File: config.mk
export PLATFORM = sky130hd
export DESIGN_NAME = ly_drift_stretch
export DESIGN_NICKNAME = d
export VERILOG_FILES = /design/src/rtl/alct_ly_pkg.sv /design/src/rtl/ly_drift_stretch_wire_stretch.sv /design/src/rtl/ly_drift_stretch.sv
export SDC_FILE = /design/constraint.sdc
export NUM_CORES = 1
export LEC_CHECK = 0
export CAP_MARGIN = 20
export CORE_MARGIN = 8
export CORE_UTILIZATION = 58
export DETAILED_ROUTE_END_ITERATION = 8
export GPL_TIMING_DRIVEN = 0
export HOLD_SLACK_MARGIN = 0.05
export PLACE_DENSITY = 0.93
export SYNTH_ARGS = -nofsm -noshare
export SYNTH_HDL_FRONTEND = slang
export SYNTH_HIERARCHICAL = 1
export SYNTH_SLANG_ARGS = --single-unit
File: constraint.sdc
create_clock -name clk -period 7.8 [get_ports clk]
set_clock_uncertainty 0.15 [all_clocks]
set_input_delay 1.56 -clock clk [delete_from_list [all_inputs] [get_ports clk]]
set_output_delay 1.56 -clock clk [all_outputs]
set_load 0.005 [all_outputs]
File: src/rtl/alct_ly_pkg.sv
// Layer-wide constants and types shared by the one-shot stage, the drift
// stretcher and the pattern finder.
package alct_ly_pkg;

  localparam int LY_WIDTH = 112;
  localparam int CNT_W    = 3;
  localparam int OCC_W    = 7;

  typedef logic [LY_WIDTH-1:0] ly_t;

endpackage

File: src/rtl/ly_drift_stretch_wire_stretch.sv
// One wire of the drift stretcher: a down-counter plus the output flop.
// A hit (re)loads the full window; trig_stop freezes both flops.
module wire_stretch #(
  parameter int CNT_W = alct_ly_pkg::CNT_W
) (
  input  logic             clk,
  input  logic             rst,
  input  logic             hit,
  input  logic             trig_stop,
  input  logic [CNT_W-1:0] drift_delay,
  output logic             q
);

  logic [CNT_W-1:0] cnt;

  // Reload takes priority over the expiring count, so a retrigger on the
  // final cycle keeps q high without a gap.
  always_ff @(posedge clk) begin
    if (rst) begin
      cnt <= '0;
      q   <= 1'b0;
    end else if (trig_stop) begin
      cnt <= cnt;
      q   <= q;
    end else if (hit) begin
      cnt <= drift_delay;
      q   <= 1'b1;
    end else if (cnt != '0) begin
      cnt <= cnt - 1'b1;
      q   <= 1'b1;
    end else begin
      q   <= 1'b0;
    end
  end

endmodule

File: src/rtl/ly_drift_stretch.sv
// Per-layer drift-time stretcher: masks and stretches one-shotted wire hits,
// then registers the layer occupancy (popcount) and an any-hit flag.
module ly_drift_stretch #(
  parameter int LY_WIDTH = alct_ly_pkg::LY_WIDTH,
  parameter int CNT_W    = alct_ly_pkg::CNT_W,
  parameter int OCC_W    = alct_ly_pkg::OCC_W
) (
  input  logic                clk,
  input  logic                rst,
  input  logic [LY_WIDTH-1:0] lyr,
  input  logic [LY_WIDTH-1:0] hot_mask,
  input  logic [CNT_W-1:0]    drift_delay,
  input  logic                trig_stop,
  output logic [LY_WIDTH-1:0] lys,
  output logic [OCC_W-1:0]    ly_count,
  output logic                ly_any
);

  localparam int LEVELS = $clog2(LY_WIDTH);
  localparam int PAD_W  = 1 << LEVELS;

  logic [LY_WIDTH-1:0] hit;

  assign hit = lyr & hot_mask & {LY_WIDTH{~trig_stop}};

  genvar gi, gl;

  generate
    for (gi = 0; gi < LY_WIDTH; gi++) begin : g_wire
      wire_stretch #(
        .CNT_W(CNT_W)
      ) u_wire (
        .clk        (clk),
        .rst        (rst),
        .hit        (hit[gi]),
        .trig_stop  (trig_stop),
        .drift_delay(drift_delay),
        .q          (lys[gi])
      );
    end
  endgenerate

  // Binary adder tree over lys padded to a power of two; node width grows by
  // one bit per level but never exceeds OCC_W, which is enough for LY_WIDTH.
  generate
    for (gl = 0; gl <= LEVELS; gl++) begin : g_lvl
      localparam int N  = PAD_W >> gl;
      localparam int NW = (gl + 1 < OCC_W) ? gl + 1 : OCC_W;
      logic [NW-1:0] node [N];
      for (gi = 0; gi < N; gi++) begin : g_node
        if (gl == 0) begin : g_leaf
          if (gi < LY_WIDTH) begin : g_bit
            assign node[gi] = NW'(lys[gi]);
          end else begin : g_pad
            assign node[gi] = '0;
          end
        end else begin : g_add
          assign node[gi] = NW'(g_lvl[gl-1].node[2*gi]) + NW'(g_lvl[gl-1].node[2*gi+1]);
        end
      end
    end
  endgenerate

  always_ff @(posedge clk) begin
    if (rst) begin
      ly_count <= '0;
      ly_any   <= 1'b0;
    end else begin
      ly_count <= OCC_W'(g_lvl[LEVELS].node[0]);
      ly_any   <= |lys;
    end
  end

endmodule

==> flow_summary.ini, run 1 <==
[status]
outcome = complete, no violations

[min_path]
worstHoldPathCells = 1
hp-class = flip-flop to flip-flop
hold_start = g_wire[90].u_wire/cnt[1]$_SDFFE_PP0P_
holdPathEnd = g_wire[90].u_wire/cnt[1]$_SDFFE_PP0P_

[clock_network]
ctsHoldBuffers = 0
cts.sinks = 456
htreeDepth = 2
clockBufferDepth = 3
clk_latency_ns = 0.61
postCtsSetupRepairBufs = 0
cts_root_buf = clkbuf_16
cts_resized = 0
cts_tree = built
path_clk_slew_ns = 0.06
cts_buffers = 51

[placed_design]
dpl_cell_area_sq_um = 35400
dp_slack_ns = 0.928
place_congestion = 0.892
io_buffers = 349
dpl.cell_count = 4657
dp_hpwl_mm = 61.5

[detailed_routing]
wl_met3_mm = 7.54
wl_met1_mm = 33.9
firstDrtPassIters = 5
wl_met2_mm = 41.3
drt_iter0_drc = 2380
via_per_inst = 6.03
remaining_drc_errors = 0
routed.top_layer = met4
wl_per_cell_um = 18.4
vias = 28600
final_antenna_net_count = 0
routed_wl_mm = 87.3

[finish]
layout_common_cells = inv_1 (489), dfxtp_1 (456), nand2_1 (448)
nNetsFinal = 4595
fin_cells = 4745
n_antenna_cell = 0
area_growth_pct = 20.7
fill_cells = 3777
layout_commonest_cell = inv_1
final_cell_area_sq_um = 37000
layout-drive-gt1-share_pct = 8.21

[sta]
final.period_utilization_pct = 89.0
fin_ws_ns = 0.859
hold_viol_final = 0
period_minus_slack_ns = 6.94
rsz0062_at_grt = no
fmax_mhz = 144
relSlewSlack_pct = 46.7
final_max_slew_viol_count = 0
setup_viol_count_final = 0
tightest_slew_ns = 0.799

[critical_path]
reg2reg_depth = 24
slowest_delay_ns = 0.56
crit_path_cell_trace = inv_1 -> fa_1 -> inv_1 -> fa_1 -> inv_1 -> fa_1 -> inv_1 -> fa_1 -> inv_1 -> fa_1 -> inv_1 -> fa_1 -> fa_1 -> fa_1 -> inv_1 -> fa_1 -> inv_1 -> ha_1 -> inv_1 -> fa_1 -> nor2b_1 -> o21a_1 -> o21a_1 -> o211ai_1
reg2reg_slack_ns = 0.86
cp.arrival_ns = 7.26
regToRegEndpoint = ly_count[6]$_SDFF_PP0_
crit_fanout = 4
end_kind = flip-flop
crit_required_ns = 8.12
timing.rr.start = g_wire[59].u_wire/q$_SDFFE_PP0N_
path_delay_family = adder cells
cp_common_cell = fa_1
worstSetupPathType = flip-flop to flip-flop
worst-path-buf-inv = 9
worstSetupStartpoint = g_wire[59].u_wire/q$_SDFFE_PP0N_
cpMaxStageDelayCell = fa_1
critPathLaunchType = flip-flop

[global_route]
grt_pass1_vias = 28100
grt_pass1_wl_mm = 140
grt-ovfl-total = 0
antenna_found_initial = 0
grt_usage_pct = 27.7
grt_max_degree = 163

[floorplanning]
pin_count = 350
die-area_sq_um = 60500
rows = 84
die_h_um = 246
die_w_um = 246
start_util_pct = 58.5
core_area_sq_um = 52400

[synthesis]
yosys_warnings = 6
synth-main-ff-cell = dfxtp_1
seq_area_frac_synth_pct = 29.8
syn_area_per_cell_sq_um = 8.50
syn_inst = 3608
synth_edf_count = 0
ys_ff_latch = 456
syn-num-nets = 4181
ys_types = 37
syn_area_sq_um = 30700
async_flop_share_pct = 0

[run]
max_cap_violations = 0

[power_and_ir_drop]
peakVddDrop_mv = 1.31
leakagePower_uw = 0.0138
power_density_nw_per_um2 = 431
[report_power, final]
group | switching [uW] | internal, uW | leakage (uW)
combinational | 5670 | 4600 | 0.00921
sequential | 419 | 2870 | 0.00373
clock | 1000 | 1400 | 0.000820
[sequential cells by signal, summed over array words and instances (netlist names)]
register           flops
g_wire.u_wire/cnt    336
ly_count               7
ly_any                 1
g_wire.u_wire/q      112
[per-layer routing]
metal / up-vias / track usage [%]
li1: 13700 / -
met3: 255 / 5.64
met5: - / 0
met4: 0 / 14.5
met2: 1095 / 46.0
met1: 13600 / 33.7
[through the flow]
stage	hold slack [ns]	TNS [ns]	util, %	total power, uW
floorplan	0.300	0	-	11200
finish	0.322	0	70.6	16000
global placement	0.307	-6602.21	66.8	13200
detailed placement	0.313	0	67.4	13500
global route	0.332	0	70.6	17400
CTS	0.326	0	70.6	16000
[synth_stat cells (2+ instances only)]
cell type | number | area, sq um
inv_1 | 489 | 1840
dfxtp_1 | 456 | 9130
nand2_1 | 448 | 1680
nor2_1 | 342 | 1280
ha_1 | 243 | 3040
a21oi_1 | 225 | 1130
o32ai_1 | 224 | 1960
nor4b_1 | 116 | 1020
a211oi_1 | 115 | 863
nor3b_1 | 113 | 848
a2111oi_2 | 111 | 1670
a31o_1 | 111 | 972
nand3_1 | 111 | 556
or2_0 | 111 | 694
or2_2 | 111 | 694
or2b_1 | 111 | 833
fa_1 | 100 | 2000
nor4_1 | 24 | 150
buf_2 | 10 | 50.1
nand4_1 | 7 | 43.8
nor3_1 | 5 | 25.0
clkbuf_1 | 4 | 15.0
nor2b_1 | 3 | 18.8
nor4_2 | 2 | 25.0
o211ai_1 | 2 | 15.0
o21a_1 | 2 | 15.0
o21ai_0 | 2 | 10.0
[kinds of logic (layout without fill, tap and decap cells)]
| logic type | count (synthesis) | in the layout | synth area share (%) |
|---|---|---|---|
| adders and majority gates | 343 | 343 | 16.4 |
| and+or+nand+nor | 1509 | 1509 | 25.8 |
| buffers and inverters | 503 | 952 | 6.20 |
| xor gates and xnor gates | 1 | 1 | 0.0286 |
| DFF | 456 | 456 | 29.8 |
| AOI/OAI and AO/OA | 796 | 796 | 21.7 |
[layout make-up]
cell class                 instances  area [sq um]  area share (%)
tap                              688           861            2.33
clock inverter                    16           155           0.419
sequential                       456          9130            24.7
buffer                            14          65.1           0.176
timing repair buffer             361          3830            10.3
clock buffer                      72          1500            4.04
inverter                         489          1840            4.96
multi-input combinational       2649         19600            53.1
[worst max-delay path by stage]
| stage | slack (ns) | cells after the start | end |
|---|---|---|---|
| 2_1_floorplan | 1.45 | 24 | ly_count[6]$_SDFF_PP0_ |
| 3_3_place_gp | -15.18 | 7 | g_wire[66].u_wire/cnt[0]$_SDFFE_PP0P_ |
| 3_5_place_dp | 0.93 | 24 | ly_count[6]$_SDFF_PP0_ |
| 4_1_cts | 0.89 | 24 | ly_count[6]$_SDFF_PP0_ |
| 5_1_grt | 0.61 | 24 | ly_count[6]$_SDFF_PP0_ |
| 6_report | 0.86 | 24 | ly_count[6]$_SDFF_PP0_ |
No activity file was read; power rests on OpenSTA's default activity.
==> inputs of run 2 (changes only) <==
clock period = 7.5 ns   (was 7.8 ns; I/O delays follow)
==> results of run 2 <==
Same layout as run 1 (identical final DEF). Status: complete, no violations.
Main changes from that run: setup slack after placement 0.928 ns -> 0.628 ns; setup slack after layout 0.859 ns -> 0.559 ns; register-to-register setup slack 0.86 ns -> 0.56 ns; total power 16000 uW -> 16500 uW; worst IR drop on VDD 1.31 mV -> 1.33 mV
